## src/rtl/execute_stage_mdu_if.sv

```systemverilog
// Signal bundle between the ID/EX register, the execute stage and the EX/MEM consumers.
// The slave modport is the execute stage's view; master is the surrounding pipeline.
interface execute_stage_mdu_if #(
    parameter int XLEN = 32
);
    logic [31:0]     InstrE;
    logic [XLEN-1:0] RD1_E;
    logic [XLEN-1:0] RD2_E;
    logic [XLEN-1:0] PCE;
    logic [XLEN-1:0] ImmExtE;
    logic [XLEN-1:0] PCPlus4E;
    logic [4:0]      RdE;
    logic            RegWriteE;
    logic            MemWriteE;
    logic            JumpE;
    logic            JalrE;
    logic            BranchE;
    logic            ALUSrcE;
    logic            MulDivE;
    logic [2:0]      ALUControlE;
    logic [1:0]      ResultSrcE;
    logic [1:0]      ForwardAE;
    logic [1:0]      ForwardBE;
    logic [XLEN-1:0] ResultW;
    logic            FlushE;

    logic [XLEN-1:0] PCTargetE;
    logic            PCSrcE;
    logic            MduBusyE;
    logic [XLEN-1:0] ALUResultM;
    logic [XLEN-1:0] WriteDataM;
    logic [XLEN-1:0] PCPlus4M;
    logic [31:0]     InstrM;
    logic [4:0]      RdM;
    logic            RegWriteM;
    logic            MemWriteM;
    logic            JalrM;
    logic [1:0]      ResultSrcM;

    modport master (
        output InstrE, RD1_E, RD2_E, PCE, ImmExtE, PCPlus4E, RdE,
               RegWriteE, MemWriteE, JumpE, JalrE, BranchE, ALUSrcE, MulDivE,
               ALUControlE, ResultSrcE, ForwardAE, ForwardBE, ResultW, FlushE,
        input  PCTargetE, PCSrcE, MduBusyE, ALUResultM, WriteDataM, PCPlus4M,
               InstrM, RdM, RegWriteM, MemWriteM, JalrM, ResultSrcM
    );

    modport slave (
        input  InstrE, RD1_E, RD2_E, PCE, ImmExtE, PCPlus4E, RdE,
               RegWriteE, MemWriteE, JumpE, JalrE, BranchE, ALUSrcE, MulDivE,
               ALUControlE, ResultSrcE, ForwardAE, ForwardBE, ResultW, FlushE,
        output PCTargetE, PCSrcE, MduBusyE, ALUResultM, WriteDataM, PCPlus4M,
               InstrM, RdM, RegWriteM, MemWriteM, JalrM, ResultSrcM
    );
endinterface

```

## src/rtl/execute_stage_mdu.sv

```systemverilog
// XLEN-wide execute stage: forwarding, ALU, branch resolution, EX/MEM register and an
// iterative M-extension unit (shift-add multiply, restoring divide) that stalls upstream.
module execute_stage_mdu #(
    parameter int XLEN  = 32,
    parameter int CNT_W = $clog2(XLEN) + 1
) (
    input logic                clk,
    input logic                rst,
    execute_stage_mdu_if.slave bus
);
    localparam int SHW = $clog2(XLEN);

    typedef enum logic [1:0] {
        MDU_IDLE = 2'd0,
        MDU_BUSY = 2'd1,
        MDU_DONE = 2'd2
    } mdu_state_e;

    function automatic logic [XLEN-1:0] neg_if(input logic [XLEN-1:0] v, input logic n);
        return n ? ({XLEN{1'b0}} - v) : v;
    endfunction

    // MULH, MULHSU, DIV and REM treat the first operand as signed.
    function automatic logic a_is_signed(input logic [2:0] f3);
        return (f3 == 3'd1) || (f3 == 3'd2) || (f3 == 3'd4) || (f3 == 3'd6);
    endfunction

    function automatic logic b_is_signed(input logic [2:0] f3);
        return (f3 == 3'd1) || (f3 == 3'd4) || (f3 == 3'd6);
    endfunction

    logic [2:0]      funct3_s;
    logic [XLEN-1:0] src_a_s;
    logic [XLEN-1:0] src_b_fwd_s;
    logic [XLEN-1:0] src_b_s;
    logic [XLEN-1:0] alu_res_s;
    logic            alu_zero_s;
    logic            take_s;

    mdu_state_e      state_q, state_d;
    logic [CNT_W-1:0] cnt_q, cnt_d;
    logic [XLEN-1:0] op_a_q, op_a_d;
    logic [XLEN-1:0] op_b_q, op_b_d;
    logic [2:0]      f3_q, f3_d;
    logic [XLEN-1:0] hi_q, hi_d;
    logic [XLEN-1:0] lo_q, lo_d;

    logic            start_a_neg_s;
    logic [XLEN-1:0] start_mag_a_s;
    logic            a_neg_s;
    logic            b_neg_s;
    logic [XLEN-1:0] mag_b_s;
    logic            div_zero_s;
    logic [XLEN:0]   mul_sum_s;
    logic [XLEN:0]   div_shift_s;
    logic [XLEN:0]   div_diff_s;
    logic [2*XLEN-1:0] prod_s;
    logic [XLEN-1:0] quot_s;
    logic [XLEN-1:0] rem_s;
    logic [XLEN-1:0] mdu_res_s;

    logic [XLEN-1:0] alu_result_m_q, alu_result_m_d;
    logic [XLEN-1:0] write_data_m_q, write_data_m_d;
    logic [XLEN-1:0] pc_plus4_m_q, pc_plus4_m_d;
    logic [31:0]     instr_m_q, instr_m_d;
    logic [4:0]      rd_m_q, rd_m_d;
    logic            reg_write_m_q, reg_write_m_d;
    logic            mem_write_m_q, mem_write_m_d;
    logic            jalr_m_q, jalr_m_d;
    logic [1:0]      result_src_m_q, result_src_m_d;

    assign funct3_s = bus.InstrE[14:12];

    // Operand forwarding and immediate select.
    always_comb begin
        case (bus.ForwardAE)
            2'b00:   src_a_s = bus.RD1_E;
            2'b01:   src_a_s = bus.ResultW;
            2'b10:   src_a_s = alu_result_m_q;
            default: src_a_s = {XLEN{1'b0}};
        endcase
        case (bus.ForwardBE)
            2'b00:   src_b_fwd_s = bus.RD2_E;
            2'b01:   src_b_fwd_s = bus.ResultW;
            2'b10:   src_b_fwd_s = alu_result_m_q;
            default: src_b_fwd_s = {XLEN{1'b0}};
        endcase
        if (bus.ALUSrcE) begin
            src_b_s = bus.ImmExtE;
        end else begin
            src_b_s = src_b_fwd_s;
        end
    end

    // ALU.
    always_comb begin
        case (bus.ALUControlE)
            3'b000:  alu_res_s = src_a_s + src_b_s;
            3'b001:  alu_res_s = src_a_s - src_b_s;
            3'b010:  alu_res_s = src_a_s & src_b_s;
            3'b011:  alu_res_s = src_a_s | src_b_s;
            3'b100:  alu_res_s = src_a_s ^ src_b_s;
            3'b101:  alu_res_s = {{(XLEN-1){1'b0}}, ($signed(src_a_s) < $signed(src_b_s))};
            3'b110:  alu_res_s = src_a_s << src_b_s[SHW-1:0];
            3'b111:  alu_res_s = src_a_s >> src_b_s[SHW-1:0];
            default: alu_res_s = {XLEN{1'b0}};
        endcase
    end

    assign alu_zero_s = (alu_res_s == {XLEN{1'b0}});

    // Branch condition from the subtract result's sign and zero flags.
    always_comb begin
        case (funct3_s)
            3'b000:         take_s = alu_zero_s;
            3'b001:         take_s = ~alu_zero_s;
            3'b100, 3'b110: take_s = alu_res_s[XLEN-1];
            3'b101, 3'b111: take_s = ~alu_res_s[XLEN-1];
            default:        take_s = 1'b0;
        endcase
    end

    assign bus.PCTargetE = bus.PCE + bus.ImmExtE;
    assign bus.PCSrcE    = ((take_s & bus.BranchE) | bus.JumpE) & ~bus.MulDivE & ~bus.FlushE;
    assign bus.MduBusyE  = bus.MulDivE & ~bus.FlushE & (state_q != MDU_DONE) & ~rst;

    // Both iterations run on magnitudes; signs are reapplied when the result is read.
    assign start_a_neg_s = a_is_signed(funct3_s) & src_a_s[XLEN-1];
    assign start_mag_a_s = neg_if(src_a_s, start_a_neg_s);
    assign a_neg_s       = a_is_signed(f3_q) & op_a_q[XLEN-1];
    assign b_neg_s       = b_is_signed(f3_q) & op_b_q[XLEN-1];
    assign mag_b_s       = neg_if(op_b_q, b_neg_s);
    assign div_zero_s    = (op_b_q == {XLEN{1'b0}});
    assign mul_sum_s     = {1'b0, hi_q} + (lo_q[0] ? {1'b0, mag_b_s} : {(XLEN+1){1'b0}});
    assign div_shift_s   = {hi_q, lo_q[XLEN-1]};
    assign div_diff_s    = div_shift_s - {1'b0, mag_b_s};

    // Sign correction and result select; MIN/-1 falls out naturally as MIN rem 0.
    always_comb begin
        prod_s = {hi_q, lo_q};
        if (a_neg_s ^ b_neg_s) begin
            prod_s = {(2*XLEN){1'b0}} - {hi_q, lo_q};
        end else begin
            prod_s = {hi_q, lo_q};
        end
        quot_s = div_zero_s ? {XLEN{1'b1}} : neg_if(lo_q, a_neg_s ^ b_neg_s);
        rem_s  = div_zero_s ? op_a_q : neg_if(hi_q, a_neg_s);
        case (f3_q)
            3'd0:             mdu_res_s = prod_s[XLEN-1:0];
            3'd1, 3'd2, 3'd3: mdu_res_s = prod_s[2*XLEN-1:XLEN];
            3'd4, 3'd5:       mdu_res_s = quot_s;
            3'd6, 3'd7:       mdu_res_s = rem_s;
            default:          mdu_res_s = {XLEN{1'b0}};
        endcase
    end

    // MDU next state and one shift-add / restoring-subtract step per BUSY cycle.
    always_comb begin
        state_d = state_q;
        cnt_d   = cnt_q;
        op_a_d  = op_a_q;
        op_b_d  = op_b_q;
        f3_d    = f3_q;
        hi_d    = hi_q;
        lo_d    = lo_q;
        case (state_q)
            MDU_IDLE: begin
                if (bus.MulDivE && !bus.FlushE) begin
                    state_d = MDU_BUSY;
                    cnt_d   = CNT_W'(XLEN - 1);
                    op_a_d  = src_a_s;
                    op_b_d  = src_b_fwd_s;
                    f3_d    = funct3_s;
                    hi_d    = {XLEN{1'b0}};
                    lo_d    = start_mag_a_s;
                end else begin
                    state_d = MDU_IDLE;
                end
            end
            MDU_BUSY: begin
                if (f3_q[2]) begin
                    if (!div_diff_s[XLEN]) begin
                        hi_d = div_diff_s[XLEN-1:0];
                        lo_d = {lo_q[XLEN-2:0], 1'b1};
                    end else begin
                        hi_d = div_shift_s[XLEN-1:0];
                        lo_d = {lo_q[XLEN-2:0], 1'b0};
                    end
                end else begin
                    hi_d = mul_sum_s[XLEN:1];
                    lo_d = {mul_sum_s[0], lo_q[XLEN-1:1]};
                end
                if (cnt_q == {CNT_W{1'b0}}) begin
                    state_d = MDU_DONE;
                end else begin
                    cnt_d = cnt_q - {{(CNT_W-1){1'b0}}, 1'b1};
                end
            end
            MDU_DONE: state_d = MDU_IDLE;
            default:  state_d = MDU_IDLE;
        endcase
        if (bus.FlushE) begin
            state_d = MDU_IDLE;
        end else begin
            state_d = state_d;
        end
    end

    // MDU state, counter and operand registers.
    always_ff @(posedge clk or posedge rst) begin
        if (rst) begin
            state_q <= MDU_IDLE;
            cnt_q   <= {CNT_W{1'b0}};
            op_a_q  <= {XLEN{1'b0}};
            op_b_q  <= {XLEN{1'b0}};
            f3_q    <= 3'd0;
            hi_q    <= {XLEN{1'b0}};
            lo_q    <= {XLEN{1'b0}};
        end else begin
            state_q <= state_d;
            cnt_q   <= cnt_d;
            op_a_q  <= op_a_d;
            op_b_q  <= op_b_d;
            f3_q    <= f3_d;
            hi_q    <= hi_d;
            lo_q    <= lo_d;
        end
    end

    // EX/MEM contents: a bubble while squashed or while an M instruction is unfinished.
    always_comb begin
        if (bus.FlushE || (bus.MulDivE && (state_q != MDU_DONE))) begin
            alu_result_m_d = {XLEN{1'b0}};
            write_data_m_d = {XLEN{1'b0}};
            pc_plus4_m_d   = {XLEN{1'b0}};
            instr_m_d      = 32'd0;
            rd_m_d         = 5'd0;
            reg_write_m_d  = 1'b0;
            mem_write_m_d  = 1'b0;
            jalr_m_d       = 1'b0;
            result_src_m_d = 2'd0;
        end else begin
            alu_result_m_d = (state_q == MDU_DONE) ? mdu_res_s : alu_res_s;
            write_data_m_d = src_b_fwd_s;
            pc_plus4_m_d   = bus.PCPlus4E;
            instr_m_d      = bus.InstrE;
            rd_m_d         = bus.RdE;
            reg_write_m_d  = bus.RegWriteE;
            mem_write_m_d  = bus.MemWriteE;
            jalr_m_d       = bus.JalrE;
            result_src_m_d = bus.ResultSrcE;
        end
    end

    // EX/MEM pipeline register.
    always_ff @(posedge clk or posedge rst) begin
        if (rst) begin
            alu_result_m_q <= {XLEN{1'b0}};
            write_data_m_q <= {XLEN{1'b0}};
            pc_plus4_m_q   <= {XLEN{1'b0}};
            instr_m_q      <= 32'd0;
            rd_m_q         <= 5'd0;
            reg_write_m_q  <= 1'b0;
            mem_write_m_q  <= 1'b0;
            jalr_m_q       <= 1'b0;
            result_src_m_q <= 2'd0;
        end else begin
            alu_result_m_q <= alu_result_m_d;
            write_data_m_q <= write_data_m_d;
            pc_plus4_m_q   <= pc_plus4_m_d;
            instr_m_q      <= instr_m_d;
            rd_m_q         <= rd_m_d;
            reg_write_m_q  <= reg_write_m_d;
            mem_write_m_q  <= mem_write_m_d;
            jalr_m_q       <= jalr_m_d;
            result_src_m_q <= result_src_m_d;
        end
    end

    assign bus.ALUResultM = alu_result_m_q;
    assign bus.WriteDataM = write_data_m_q;
    assign bus.PCPlus4M   = pc_plus4_m_q;
    assign bus.InstrM     = instr_m_q;
    assign bus.RdM        = rd_m_q;
    assign bus.RegWriteM  = reg_write_m_q;
    assign bus.MemWriteM  = mem_write_m_q;
    assign bus.JalrM      = jalr_m_q;
    assign bus.ResultSrcM = result_src_m_q;
endmodule

```

## src/flat_wrapper.sv

```systemverilog
// flat-port wrapper written by rule: the top's interface ports become plain ports
module execute_stage_mdu_flat 
#(
    parameter int XLEN  = 32,
    parameter int CNT_W = $clog2(XLEN) + 1
)
  (clk, rst, bus_InstrE, bus_RD1_E, bus_RD2_E, bus_PCE, bus_ImmExtE, bus_PCPlus4E, bus_RdE, bus_RegWriteE, bus_MemWriteE, bus_JumpE, bus_JalrE, bus_BranchE, bus_ALUSrcE, bus_MulDivE, bus_ALUControlE, bus_ResultSrcE, bus_ForwardAE, bus_ForwardBE, bus_ResultW, bus_FlushE, bus_PCTargetE, bus_PCSrcE, bus_MduBusyE, bus_ALUResultM, bus_WriteDataM, bus_PCPlus4M, bus_InstrM, bus_RdM, bus_RegWriteM, bus_MemWriteM, bus_JalrM, bus_ResultSrcM);
  execute_stage_mdu_if #(.XLEN(XLEN)) bus_i ();
  input logic clk;
  input logic rst;
  input wire logic [$bits(bus_i.InstrE)-1:0] bus_InstrE;
  input wire logic [$bits(bus_i.RD1_E)-1:0] bus_RD1_E;
  input wire logic [$bits(bus_i.RD2_E)-1:0] bus_RD2_E;
  input wire logic [$bits(bus_i.PCE)-1:0] bus_PCE;
  input wire logic [$bits(bus_i.ImmExtE)-1:0] bus_ImmExtE;
  input wire logic [$bits(bus_i.PCPlus4E)-1:0] bus_PCPlus4E;
  input wire logic [$bits(bus_i.RdE)-1:0] bus_RdE;
  input wire logic [$bits(bus_i.RegWriteE)-1:0] bus_RegWriteE;
  input wire logic [$bits(bus_i.MemWriteE)-1:0] bus_MemWriteE;
  input wire logic [$bits(bus_i.JumpE)-1:0] bus_JumpE;
  input wire logic [$bits(bus_i.JalrE)-1:0] bus_JalrE;
  input wire logic [$bits(bus_i.BranchE)-1:0] bus_BranchE;
  input wire logic [$bits(bus_i.ALUSrcE)-1:0] bus_ALUSrcE;
  input wire logic [$bits(bus_i.MulDivE)-1:0] bus_MulDivE;
  input wire logic [$bits(bus_i.ALUControlE)-1:0] bus_ALUControlE;
  input wire logic [$bits(bus_i.ResultSrcE)-1:0] bus_ResultSrcE;
  input wire logic [$bits(bus_i.ForwardAE)-1:0] bus_ForwardAE;
  input wire logic [$bits(bus_i.ForwardBE)-1:0] bus_ForwardBE;
  input wire logic [$bits(bus_i.ResultW)-1:0] bus_ResultW;
  input wire logic [$bits(bus_i.FlushE)-1:0] bus_FlushE;
  output wire logic [$bits(bus_i.PCTargetE)-1:0] bus_PCTargetE;
  output wire logic [$bits(bus_i.PCSrcE)-1:0] bus_PCSrcE;
  output wire logic [$bits(bus_i.MduBusyE)-1:0] bus_MduBusyE;
  output wire logic [$bits(bus_i.ALUResultM)-1:0] bus_ALUResultM;
  output wire logic [$bits(bus_i.WriteDataM)-1:0] bus_WriteDataM;
  output wire logic [$bits(bus_i.PCPlus4M)-1:0] bus_PCPlus4M;
  output wire logic [$bits(bus_i.InstrM)-1:0] bus_InstrM;
  output wire logic [$bits(bus_i.RdM)-1:0] bus_RdM;
  output wire logic [$bits(bus_i.RegWriteM)-1:0] bus_RegWriteM;
  output wire logic [$bits(bus_i.MemWriteM)-1:0] bus_MemWriteM;
  output wire logic [$bits(bus_i.JalrM)-1:0] bus_JalrM;
  output wire logic [$bits(bus_i.ResultSrcM)-1:0] bus_ResultSrcM;
  assign bus_i.InstrE = bus_InstrE;
  assign bus_i.RD1_E = bus_RD1_E;
  assign bus_i.RD2_E = bus_RD2_E;
  assign bus_i.PCE = bus_PCE;
  assign bus_i.ImmExtE = bus_ImmExtE;
  assign bus_i.PCPlus4E = bus_PCPlus4E;
  assign bus_i.RdE = bus_RdE;
  assign bus_i.RegWriteE = bus_RegWriteE;
  assign bus_i.MemWriteE = bus_MemWriteE;
  assign bus_i.JumpE = bus_JumpE;
  assign bus_i.JalrE = bus_JalrE;
  assign bus_i.BranchE = bus_BranchE;
  assign bus_i.ALUSrcE = bus_ALUSrcE;
  assign bus_i.MulDivE = bus_MulDivE;
  assign bus_i.ALUControlE = bus_ALUControlE;
  assign bus_i.ResultSrcE = bus_ResultSrcE;
  assign bus_i.ForwardAE = bus_ForwardAE;
  assign bus_i.ForwardBE = bus_ForwardBE;
  assign bus_i.ResultW = bus_ResultW;
  assign bus_i.FlushE = bus_FlushE;
  assign bus_PCTargetE = bus_i.PCTargetE;
  assign bus_PCSrcE = bus_i.PCSrcE;
  assign bus_MduBusyE = bus_i.MduBusyE;
  assign bus_ALUResultM = bus_i.ALUResultM;
  assign bus_WriteDataM = bus_i.WriteDataM;
  assign bus_PCPlus4M = bus_i.PCPlus4M;
  assign bus_InstrM = bus_i.InstrM;
  assign bus_RdM = bus_i.RdM;
  assign bus_RegWriteM = bus_i.RegWriteM;
  assign bus_MemWriteM = bus_i.MemWriteM;
  assign bus_JalrM = bus_i.JalrM;
  assign bus_ResultSrcM = bus_i.ResultSrcM;
  execute_stage_mdu #(.XLEN(XLEN), .CNT_W(CNT_W)) u_core (.clk(clk), .rst(rst), .bus(bus_i));
endmodule
```

## config.mk

```make
export PLATFORM = sky130hd
export DESIGN_NAME = execute_stage_mdu_flat
export DESIGN_NICKNAME = d
export VERILOG_FILES = /design/src/rtl/execute_stage_mdu_if.sv /design/src/rtl/execute_stage_mdu.sv /design/src/flat_wrapper.sv
export SDC_FILE = /design/constraint.sdc
export NUM_CORES = 2
export LEC_CHECK = 0
export BUFFER_PORTS_ARGS = -buffer_cell sky130_fd_sc_hd__buf_2
export CORE_UTILIZATION = 60
export DETAILED_ROUTE_END_ITERATION = 16
export PLACE_DENSITY_LB_ADDON = 0.08
export SLEW_MARGIN = 10
export SYNTH_ARGS = -nofsm -noshare
export SYNTH_HDL_FRONTEND = slang
export SYNTH_SLANG_ARGS = --single-unit
```

## constraint.sdc

```tcl
create_clock -name clk -period 25.6 [get_ports clk]
set_input_delay 2.56 -clock clk [delete_from_list [all_inputs] [get_ports clk]]
set_output_delay 2.56 -clock clk [all_outputs]
set_load 0.02 [all_outputs]
```

Word level (Yosys, flattened, before mapping). Index checks and enable logic that the tools add are counted. Widths: inputs -> output; s select.

Bits in registers: 277. Logic and storage cells: 148.

$add $sub $neg: 11. Magnitude comparators: 1. Equality and inequality tests: 30. Shifts and indexed selects: 2. Mux-type cells: 39. Bitwise logic cells: 19. Reductions and logical operators: 30.

Operators with widths (count): $mux 32 (18); $pmux 32 s8 (1); $pmux 32 s3 (2); $pmux 32 s2 (2); $pmux 32 s4 (1); $sub 1x32->32 const A (4); $add 32x32->32 (2); $logic_not 32->1 (2); $mux 64 (1); $sub 1x64->64 const A (1); $eq 3x3->1 const B (12); $add 32x33->33 (1); $sub 33x32->33 (1); $and 32x32->32 (1); $lt 32x32->1 (1); $or 32x32->32 (1); $shl 32x5->32 (1); $shr 32x5->32 (1); $sub 32x32->32 (1); $xor 32x32->32 (1); $eq 3x2->1 const B (5); $mux 6 (2); $pmux 6 s2 (1); $and 1x1->1 (9); other kinds (26) (60).

Depth between registers and ports, before layout.
Depth after elaboration: 12. Gate-level depth with buffers: 25. Gate-level depth less buffers: 24.

Worst setup path after synthesis. No wires, ideal clock.

Path kind: input-to-output. Start: input port bus_ForwardBE[1]. End: output port bus_PCSrcE. Data arrival time: 7.917 ns. Data required time: 23.040 ns. Slack: 15.123 ns. Stages: 23. Buffers on the path: 6. Cell sequence: buf_6 buf_2 mux2i_1 o2bb2ai_1 o21ai_0 buf_2 buf_2 clkbuf_1 buf_1 ha_1 nor2_1 a211o_1 a21oi_1 a211oi_2 o22ai_1 a311o_1 nand2_1 a211o_1 a2111oi_0 o2111ai_1 nor4_2 nand4_1 a311oi_1.

Cells in the longest elaborated chain, start to end: 12.

RTL lines: start, declared (RTL line flat_wrapper.sv:28) `input wire logic [$bits(bus_i.ForwardBE)-1:0] bus_ForwardBE;`; $eq 2x2->1 (tied with other cells) (RTL line execute_stage_mdu.sv:82) `case (bus.ForwardBE)`; $pmux 32 s3 * (RTL line execute_stage_mdu.sv:82); $mux 32 * (RTL line execute_stage_mdu.sv:88) `if (bus.ALUSrcE) begin`; $sub 32x32->32 (tied with other cells) (RTL line execute_stage_mdu.sv:99) `3'b001: alu_res_s = src_a_s - src_b_s;`; $pmux 32 s8 * (RTL line execute_stage_mdu.sv:97) `case (bus.ALUControlE)`; $logic_not 32->1 (RTL line execute_stage_mdu.sv:110) `assign alu_zero_s = (alu_res_s == {XLEN{1'b0}});`; $not 1->1 (RTL line execute_stage_mdu.sv:116) `3'b001: take_s = ~alu_zero_s;`; $pmux 1 s4 * (RTL line execute_stage_mdu.sv:114) `case (funct3_s)`; $and 1x1->1 * (RTL line execute_stage_mdu.sv:124) `assign bus.PCSrcE = ((take_s & bus.BranchE) | bus.JumpE) & ~bus.MulDivE & ~bus.FlushE;`; $or 1x1->1 * (RTL line execute_stage_mdu.sv:124); $and 1x1->1 * (2 in series) (RTL line execute_stage_mdu.sv:124); end, declared (RTL line flat_wrapper.sv:32) `output wire logic [$bits(bus_i.PCSrcE)-1:0] bus_PCSrcE;`.

Every way passes the cells marked *; elsewhere a longest branch is shown, timed or not.

Worst setup path in the final report. Same ends and word-level chain as after synthesis.

==> results.py <==
metrics = {
    "outcome": {
        "status": "complete, no violations",
    },
    "timing": {
        "tightest_slew_ns": 1.44,
        "final_max_slew_viol_count": 0,
        "min_period_ns": 13.43,
        "hold_viol_final": 0,
        "rsz0062_at_grt": "no",
        "max_freq_ghz": 0.0745,
        "slew_headroom": 0.0279,
        "fin_crit_sh": 0.525,
        "setup_tns_ns": 0,
        "holdWs_ns": 0.485,
        "finalSetupViolCount": 0,
        "fin_skew_ns": 0.0402,
    },
    "power": {
        "ir_drop_mv": 0.108,
        "leakage_nw": 15.6,
        "powerDensity_nw_per_um2": 84.2,
    },
    "yosys": {
        "yosys-top-cells-count": "nor2_1, a21oi_1, o21ai_0, nand2_1, dfrtp_1",
        "synth.area.top_cells": "dfrtp_1, ha_1, mux2i_1",
        "syn_area_um2": 29900,
        "synthDistinctLibCells": 104,
        "synthCells": 3868,
        "syn_area_per_cell_um2": 7.73,
        "synth-seq-cells": 277,
        "yosysTopAreaCell": "dfrtp_1",
        "async_flop_share": 1.00,
        "synth_top_area_frac": 0.232,
        "ys.warnings.count": 0,
        "synthMostInstantiatedCell": "nor2_1",
        "seq_area_frac_synth": 0.232,
        "syn_nets": 4319,
        "synth_edf_count": 0,
        "ys.flop_type": "dfrtp_1",
    },
    "worst_setup_path": {
        "endpoint_kind": "output pin",
        "worst-r2r-cell-count": 23,
        "cp_max_fo": 43,
        "r2r_start": "u_core.op_b_q[0]",
        "worstPathRequired_ns": 23.04,
        "cp_slowest_cell": "a311oi_1",
        "endpoint": "bus_PCSrcE",
        "crit_path_max_incr_delay_ns": 0.86,
        "critPathLaunchType": "input port",
        "cp.arrival_ns": 10.87,
        "cp_cell_sequence": "buf_2, buf_4, mux2i_1, o21ai_0, o21ai_4, buf_4, inv_1, fa_1, nand2b_1, a211o_1, a21oi_1, a211oi_2, o22ai_1, a311o_1, nand2_1, a211o_1, a2111oi_0, o2111ai_1, nor4_2, nand4_1, a311oi_1, buf_2",
        "cp-startpoint": "bus_ForwardBE[1]",
        "reg2reg_to": "u_core.hi_q[0]",
        "crit_type": "in -> out",
        "timing.reg2reg.setup_slack_ns": 18.13,
    },
    "detailed_routing": {
        "drcViolationCount": 0,
        "ant_nets": 0,
        "wl_per_cell_um": 31.2,
        "top_layer_used": "met5",
        "drt_wl_total_mm": 151,
        "dr_wl_met2_mm": 56.6,
        "drtIter0Drc": 5785,
        "dr.pass1.iters": 11,
        "vias_per_cell": 7.17,
        "dr_total_vias": 34700,
        "dr_wl_met3_mm": 27.7,
        "m1WireLength_mm": 53.3,
    },
    "clock_network": {
        "clkTransAtPathRegs_ns": 0.06,
        "cts_sinks": 277,
        "htreeDepth": 2,
        "clk_latency_ns": 0.60,
        "cts_buffers": 34,
        "cts_hold_buf": 0,
        "cts.root.buffer_cell": "clkbuf_16",
        "cts_buffer_depth": 3,
        "tritoncts": "yes",
        "post_cts_resize_count": 0,
        "post_cts_buffers": 0,
    },
    "grt": {
        "grt_use_total": 0.580,
        "grt-ovfl-total": 0,
        "grt_max_degree": 128,
        "antenna_found_initial": 26,
        "grt_pass1_wl_mm": 214,
        "grt_pass1_vias": 31500,
    },
    "placed_design": {
        "place_inst": 4758,
        "dp_hpwl_mm": 114,
        "routabilityCongestion": 1.15,
        "port_buffers": 419,
    },
    "floorplanning": {
        "rows": 81,
        "io_pins": 420,
        "core_um2": 49100,
        "die_y_um": 225,
        "initial_utilization": 0.610,
        "die-area_um2": 50700,
        "die-width_um": 225,
    },
    "final_layout": {
        "instances_no_fill": 4835,
        "num-nets-final": 4581,
        "drive_above_1_share": 0.162,
        "synthToLayoutAreaGrowth_pct": 12.0,
        "n_fill_cell": 4133,
    },
    "hold_path": {
        "min_path_type": "reg -> reg",
        "hp-start": "u_core.op_a_q[28]",
    },
    "job": {
        "maxCapViolations": 0,
    },
}
[flip-flops by register name, summed over array words and instances (netlist names), 3 cells and up]
register,flops
u_core.bus.PCPlus4M,32
u_core.f3_q,3
u_core.op_a_q,32
u_core.bus.ALUResultM,32
u_core.lo_q,32
u_core.hi_q,32
u_core.cnt_q,6
u_core.bus.WriteDataM,32
u_core.bus.RdM,5
u_core.bus.InstrM,32
u_core.op_b_q,32
[cell usage in the layout, fill, tap and decap left out, drive strengths merged, types with 33 or more instances in the layout]
cell type and instances:
a211oi 58, a21o 66, a21oi 368, a31oi 44
and2 88, buf 481, clkbuf 44, dfrtp 277
ha 198, inv 154, mux2 34, mux2i 206
nand2 290, nand2b 37, nand3 47, nor2 451
nor3 96, nor4 38, o211ai 34, o21ai 307
o22ai 87, or3 33, xnor2 173, xor2 86
[cells by family after synthesis]
kind of cell / share of synthesized area
AOI/OAI and AO/OA: 0.276
xor gates and xnor gates: 0.0759
adders and majority gates: 0.0862
buffers and inverters: 0.0556
DFF: 0.232
muxes: 0.0870
and+or+nand+nor: 0.187
[cell type report]
type	instances	area (µm²)	share of cell area
repair buffers	481	2560	0.0765
clock inverters	17	224	0.00668
diodes	16	40.0	0.00119
well taps	664	831	0.0248
clock buffers	44	938	0.0280
inverters	151	577	0.0172
flip-flops and latches	277	6930	0.207
multi-input cells	3185	21400	0.639
[worst max-delay path, delay by kind of cell]
kind	cells	cell delay, ns
AO/OA/AOI/OAI	11	4.45
adder cells (fa/ha/maj)	1	0.62
buffers and inverters	5	2.02
multiplexers	1	0.30
AND/OR/NAND/NOR	4	0.86
[metal layers]
metal	vias up	track usage
li1	14600	-
met2	3114	0.746
met5	-	0.0469
met4	28	0.407
met3	712	0.326
met1	16300	0.713
[worst min path at each step]
stage | endpoint | cells past startpoint | slack [ns]
after detailed placement | u_core.op_a_q[28] | 2 | 0.47
after floorplan | u_core.op_a_q[28] | 2 | 0.44
after CTS | u_core.op_a_q[28] | 2 | 0.49
final | u_core.op_a_q[28] | 2 | 0.48
after global routing | u_core.op_a_q[24] | 2 | 0.52
after global placement | u_core.op_a_q[28] | 2 | 0.46
[power by group]
part | switching, W | total (W) | leakage [nW] | internal (W)
logic | 0.00106 | 0.00167 | 11.4 | 0.000615
clock network | 0.000224 | 0.000518 | 0.566 | 0.000294
registers | 0.000133 | 0.000629 | 3.68 | 0.000496
[through the flow]
stage	power (W)	instance area, µm²	setup WS, ns	utilization
final	0.00282	33500	12.17	0.683
after global routing	0.00294	33500	12.25	0.683
after CTS	0.00271	33500	12.71	0.682
after detailed placement	0.00219	32300	12.74	0.659
after global placement	0.00216	32300	12.84	0.659
after floorplan	0.00175	29900	15.12	-
Note: power is estimated with default switching activity, not from simulation.
